File: src/rtl/time_of_day_counter.sv
// BCD hours:minutes:seconds counter advanced by a 1 Hz tick, with a RUNNING/STOPPED
// FSM and a range-checked parallel load.
module time_of_day_counter #(
   parameter int unsigned MAX_HOUR = 23
) (
   input  logic       Clk,
   input  logic       Reset,
   input  logic       Pulse,
   input  logic       Start,
   input  logic       Stop,
   input  logic       Load,
   input  logic [7:0] LoadH,
   input  logic [7:0] LoadM,
   input  logic [7:0] LoadS,
   output logic [7:0] Hours,
   output logic [7:0] Minutes,
   output logic [7:0] Seconds,
   output logic       Running,
   output logic       DayWrap,
   output logic       LoadErr
);

   localparam logic [7:0] MaxHourBcd = {4'(MAX_HOUR / 10), 4'(MAX_HOUR % 10)};

   typedef enum logic [0:0] {StStopped, StRunning} state_e;

   state_e     state_q, state_d;
   logic [7:0] hours_q, hours_d;
   logic [7:0] minutes_q, minutes_d;
   logic [7:0] seconds_q, seconds_d;
   logic       day_wrap_q, day_wrap_d;
   logic       load_err_q, load_err_d;
   logic       running;
   logic       load_ok;
   logic       tick;

   function automatic logic digits_ok(input logic [7:0] v);
      return (v[7:4] <= 4'd9) && (v[3:0] <= 4'd9);
   endfunction

   // Increment within 00..59.
   function automatic logic [7:0] inc_sixty(input logic [7:0] v);
      logic [7:0] r;
      if (v == 8'h59) begin
         r = 8'h00;
      end else if (v[3:0] == 4'd9) begin
         r = {v[7:4] + 4'd1, 4'd0};
      end else begin
         r = {v[7:4], v[3:0] + 4'd1};
      end
      return r;
   endfunction

   // Plain two-digit BCD increment; the MAX_HOUR wrap is handled by the caller.
   function automatic logic [7:0] inc_bcd(input logic [7:0] v);
      logic [7:0] r;
      if (v[3:0] == 4'd9) begin
         r = {v[7:4] + 4'd1, 4'd0};
      end else begin
         r = {v[7:4], v[3:0] + 4'd1};
      end
      return r;
   endfunction

   // State register
   always_ff @(posedge Clk or posedge Reset) begin
      if (Reset) begin
         state_q <= StStopped;
      end else begin
         state_q <= state_d;
      end
   end

   // Next-state logic; Stop dominates Start.
   always_comb begin
      state_d = state_q;
      unique case (state_q)
         StStopped: if (Start && !Stop) state_d = StRunning;
         StRunning: if (Stop)           state_d = StStopped;
         default:                       state_d = StStopped;
      endcase
   end

   // Output logic
   always_comb begin
      running = (state_q == StRunning);
   end

   assign load_ok = digits_ok(LoadH) && digits_ok(LoadM) && digits_ok(LoadS) &&
                    (LoadM <= 8'h59) && (LoadS <= 8'h59) && (LoadH <= MaxHourBcd);

   // A Load in the same cycle swallows the tick, valid or not.
   assign tick = running && Pulse && !Load;

   always_comb begin
      hours_d    = hours_q;
      minutes_d  = minutes_q;
      seconds_d  = seconds_q;
      day_wrap_d = 1'b0;
      load_err_d = 1'b0;
      if (Load) begin
         if (load_ok) begin
            hours_d   = LoadH;
            minutes_d = LoadM;
            seconds_d = LoadS;
         end else begin
            load_err_d = 1'b1;
         end
      end else if (tick) begin
         seconds_d = inc_sixty(seconds_q);
         if (seconds_q == 8'h59) begin
            minutes_d = inc_sixty(minutes_q);
            if (minutes_q == 8'h59) begin
               if (hours_q == MaxHourBcd) begin
                  hours_d    = 8'h00;
                  day_wrap_d = 1'b1;
               end else begin
                  hours_d = inc_bcd(hours_q);
               end
            end
         end
      end
   end

   always_ff @(posedge Clk or posedge Reset) begin
      if (Reset) begin
         hours_q    <= 8'h00;
         minutes_q  <= 8'h00;
         seconds_q  <= 8'h00;
         day_wrap_q <= 1'b0;
         load_err_q <= 1'b0;
      end else begin
         hours_q    <= hours_d;
         minutes_q  <= minutes_d;
         seconds_q  <= seconds_d;
         day_wrap_q <= day_wrap_d;
         load_err_q <= load_err_d;
      end
   end

   assign Hours   = hours_q;
   assign Minutes = minutes_q;
   assign Seconds = seconds_q;
   assign Running = running;
   assign DayWrap = day_wrap_q;
   assign LoadErr = load_err_q;

   // Fields must stay legal BCD within range at all times.
   a_fields_legal: assert property (@(posedge Clk) disable iff (Reset)
      digits_ok(seconds_q) && digits_ok(minutes_q) && digits_ok(hours_q) &&
      (seconds_q <= 8'h59) && (minutes_q <= 8'h59) && (hours_q <= MaxHourBcd));

   a_wrap_is_midnight: assert property (@(posedge Clk) disable iff (Reset)
      day_wrap_q |-> (hours_q == 8'h00 && minutes_q == 8'h00 && seconds_q == 8'h00));

endmodule

File: config.mk
export PLATFORM = sky130hd
export DESIGN_NAME = time_of_day_counter
export DESIGN_NICKNAME = d
export VERILOG_FILES = /design/src/rtl/time_of_day_counter.sv
export SDC_FILE = /design/constraint.sdc
export NUM_CORES = 1
export LEC_CHECK = 0
export ABC_AREA = 0
export BUFFER_PORTS_ARGS = -buffer_cell sky130_fd_sc_hd__buf_2
export CAP_MARGIN = 20
export CORE_AREA = 2 2 65 67
export CTS_BUF_LIST = sky130_fd_sc_hd__clkbuf_8
export DETAILED_ROUTE_END_ITERATION = 8
export DIE_AREA = 0 0 67 69
export GPL_TIMING_DRIVEN = 0
export PLACE_DENSITY = 0.8
export SYNTH_ARGS = -nofsm -noshare
export SYNTH_HDL_FRONTEND = slang
export SYNTH_SLANG_ARGS = --single-unit
File: constraint.sdc
create_clock -name Clk -period 1.75 [get_ports Clk]
set_clock_uncertainty 0.05 [all_clocks]
set_input_delay 0.0875 -clock Clk [delete_from_list [all_inputs] [get_ports Clk]]
set_output_delay 0.0875 -clock Clk [all_outputs]
set_load 0.05 [all_outputs]
==> results.yml <==
grt:
  grt_usage_pct: 22.0
  first_global_vias: 1732
  grt_max_degree: 28
  antenna_found_initial: 0
  overflow: 0
  grt_pass1_wl_um: 7900
pwr:
  switching_power_uw: 833
  pwr-share-seq_pct: 39.7
  clkPwrFrac_pct: 18.3
  p_leak_nw: 1.23
  peakVddDrop_mv: 0.669
  p_per_area_nw_per_um2: 792
  swShare_pct: 41.4
  power.internal_mw: 1.18
  pwr-share-comb_pct: 42.0
min_path:
  hp-class: "input pin to flop"
sta:
  tightest_slew_ps: 552
  fin_crit_ps: 1910
  hold_slack_ps: -1.76
  fin_ws_ps: -161
  final-max-slew-violation-count: 0
  fmax_mhz: 523
  fin_crit_sh_pct: 109
  hold_viol_final: 1
  setup_violations: 6
  grt_setup_unrepaired: "yes"
  maxSlewHeadroom_pct: 63.2
logic_synthesis:
  yosysSeqAreaShare_pct: 37.3
  synth_seq_cells: 27
  syn_area_um2: 1810
  synthFlopType: "dfrtp_1"
  synth_edf_count: 0
  yosys_warnings: 0
  netlist_top_cells_count: "dfrtp_1, a21oi_1, nor3_1, o21ai_0, inv_1"
  synth_top_area_cell: "dfrtp_1"
  async_reset_ff_share_pct: 100
  synth_top_area_share_pct: 37.3
  synthMostInstantiatedCell: "dfrtp_1"
  syn_nets: 236
  synth.distinct_cells: 42
  ys_top_cells_by_area: "dfrtp_1, ha_1, a21oi_1"
  postSynthCellCount: 196
  syn_avg_cell_area_um2: 9.23
setup_path:
  end_kind: "flop"
  critPathLaunchType: "flop"
  crit_chain: "inv_2 -> ha_1 -> or4b_4 -> o31ai_4 -> a21oi_4 -> o21ai_1 -> o31ai_1"
  critPathArrivalTime_ps: 2030
  critPathRequiredTime_ps: 1870
  path_delay_family: "compound AO/OA/AOI/OAI gates"
  crit_type: "flop to flop"
  crit_fanout: 7
  worst-path-buf-inv: 1
  cp_slowest_cell: "or4b_4"
  cp_slowest_stage_delay_ps: 480
floorplanning:
  die-area_um2: 4620
  die_h_um: 69
  rows: 23
  core_area_um2: 3910
  start_util_pct: 46.2
  dieWidth_um: 67
  io_pins: 57
drt:
  dr.pass1.iters: 4
  ant_nets: 0
  drt-vias-per-instance: 5.51
  drt_iter0_drc: 107
  wl_per_cell_um: 15.2
  drt_wl_total_um: 5020
  num_vias: 1825
  drc: 0
clock_network:
  insertion_delay_ps: 280
  cts-root-buf: "clkbuf_8"
  clk_pin_slew_ps: 100
  cts_tree: "yes"
  htreeDepth: 1
  cts_sinks: 27
  cts_buffers: 3
  clk_path_buf_depth: 2
place:
  finalWeightedCongestion: 0.887
  place_ws_ps: -349
  io_buffers: 56
  hpwl_um: 3460
job:
  maxCapViolCount: 0
status:
  outcome: "finished, violations left"
  violations: "hold timing, setup timing"
cells_and_area:
  antennaDiodeCount: 0
  fill_cells: 335
  drive_gt1_share_pct: 42.7
  final_core_util_pct: 64.9
  final_nets: 322
  area_growth_pct: 40.5
==> worst register-to-register path, stage by stage (launching register included) <==
cell and delay [ps]:
dfrtp_2 420, inv_2 60, ha_1 140, or4b_4 480, o31ai_4 250, a21oi_4 130, o21ai_1 170, o31ai_1 100
==> stage by stage <==
stage                     std cells  total power [mW]  setup TNS [ps]  hold WS (ps)  area, µm²
after floorplan                 196              1.31           -2480          89.7       1860
after global placement          302              1.48           -3220           192       2200
after detailed placement        302              1.50           -3820           196       2200
after CTS                       316              1.91            -615          6.13       2380
after global routing            331              2.11           -1220          18.3       2540
final                           331              2.01            -592         -1.76       2540
==> metal layers <==
metal  track usage [%]  part of all wire (%)  vias up
li1                  -                     -      905
met1              29.0                    43      859
met2              36.7                    51       54
met3              2.12                   4.5        7
met4              7.94                   1.4        0
met5                 0                     0        -
==> cell families (layout without fill, tap and decap cells) <==
| logic type | Yosys count | count (layout) | synth area share [%] |
|---|---|---|---|
| muxes | 14 | 14 | 8.09 |
| AOI/OAI and AO/OA | 58 | 58 | 20.8 |
| adders and majority gates | 10 | 10 | 6.92 |
| buffers and inverters | 19 | 104 | 4.15 |
| and+or+nand+nor | 64 | 64 | 20.7 |
| xor gates and xnor gates | 4 | 4 | 1.94 |
| DFF | 27 | 27 | 37.3 |
==> power by group through the flow <==
| stage | registers, mW | logic (mW) | clock network [mW] |
|---|---|---|---|
| 2_1_floorplan | 1.05 | 0.257 | 0 |
| 3_3_place_gp | 0.818 | 0.666 | 0 |
| 3_5_place_dp | 0.820 | 0.680 | 0 |
| 4_1_cts | 0.805 | 0.739 | 0.369 |
| 5_1_grt | 0.810 | 0.901 | 0.399 |
| 6_report | 0.798 | 0.846 | 0.369 |
==> path summary, 6_finish.rpt <==
| check | start | endpoint | slack (ps) | cells after the start |
|---|---|---|---|---|
| max | Hours[4] | Hours[5] | -160 | 7 |
| min | LoadS[4] | Seconds[4] | -2 | 2 |
| max reg2reg | Hours[4] | Hours[5] | -160 | 7 |
| min reg2reg | Minutes[2] | Minutes[2] | 530 | 1 |
| max in group asynchronous | Reset | Hours[3] | 830 | 4 |
| min in group asynchronous | Reset | Minutes[4] | 340 | 3 |
==> cell type report <==
type | instances | area, µm² | area share (%)
plain buffers | 7 | 41.3 | 1.62
clock inverters | 1 | 5.00 | 0.197
clock buffers | 3 | 41.3 | 1.62
well taps | 50 | 62.6 | 2.46
inverters | 12 | 45.0 | 1.77
flip-flops and latches | 27 | 686 | 27.0
multi-input cells | 150 | 1150 | 45.4
repair buffers | 81 | 505 | 19.9
==> sequential cells by signal, indices dropped and copies added, names as in the netlist <==
name     flops
Hours        8
Minutes      8
Running      1
DayWrap      1
LoadErr      1
Seconds      8
==> cell usage in the layout (no fill, tap or decap), types with 3 or more instances in the layout <==
| master | netlist | final |
|---|---|---|
| buf_2 | 3 | 59 |
| dfrtp_1 | 27 | 19 |
| buf_4 | 0 | 18 |
| a21oi_1 | 18 | 16 |
| nor3_1 | 13 | 13 |
| o31ai_1 | 10 | 9 |
| inv_1 | 12 | 9 |
| nand2_1 | 10 | 9 |
| mux2i_1 | 9 | 9 |
| dfrtp_2 | 0 | 8 |
| o21ai_0 | 13 | 8 |
| nand3_1 | 9 | 8 |
| ha_1 | 10 | 8 |
| nor2_1 | 10 | 6 |
| mux2_2 | 5 | 5 |
| o21ai_1 | 0 | 5 |
| nand3b_1 | 4 | 4 |
| dlygate4sd3_1 | 0 | 4 |
| nor2_2 | 0 | 3 |
| clkbuf_1 | 4 | 3 |
| a221o_1 | 3 | 3 |
| inv_2 | 0 | 3 |
| clkbuf_8 | 0 | 3 |
==> timing repair <==
item | in CTS | in global routing
endpoints found under the hold margin | 2 | 11
pin swaps | 9 | 7
hold buffers | 3 | 1
setup buffers | 7 | 13
endpoints found under the setup margin | 17 | 14
gates resized for setup | 10 | 9
(Power assumes the default switching activity.)
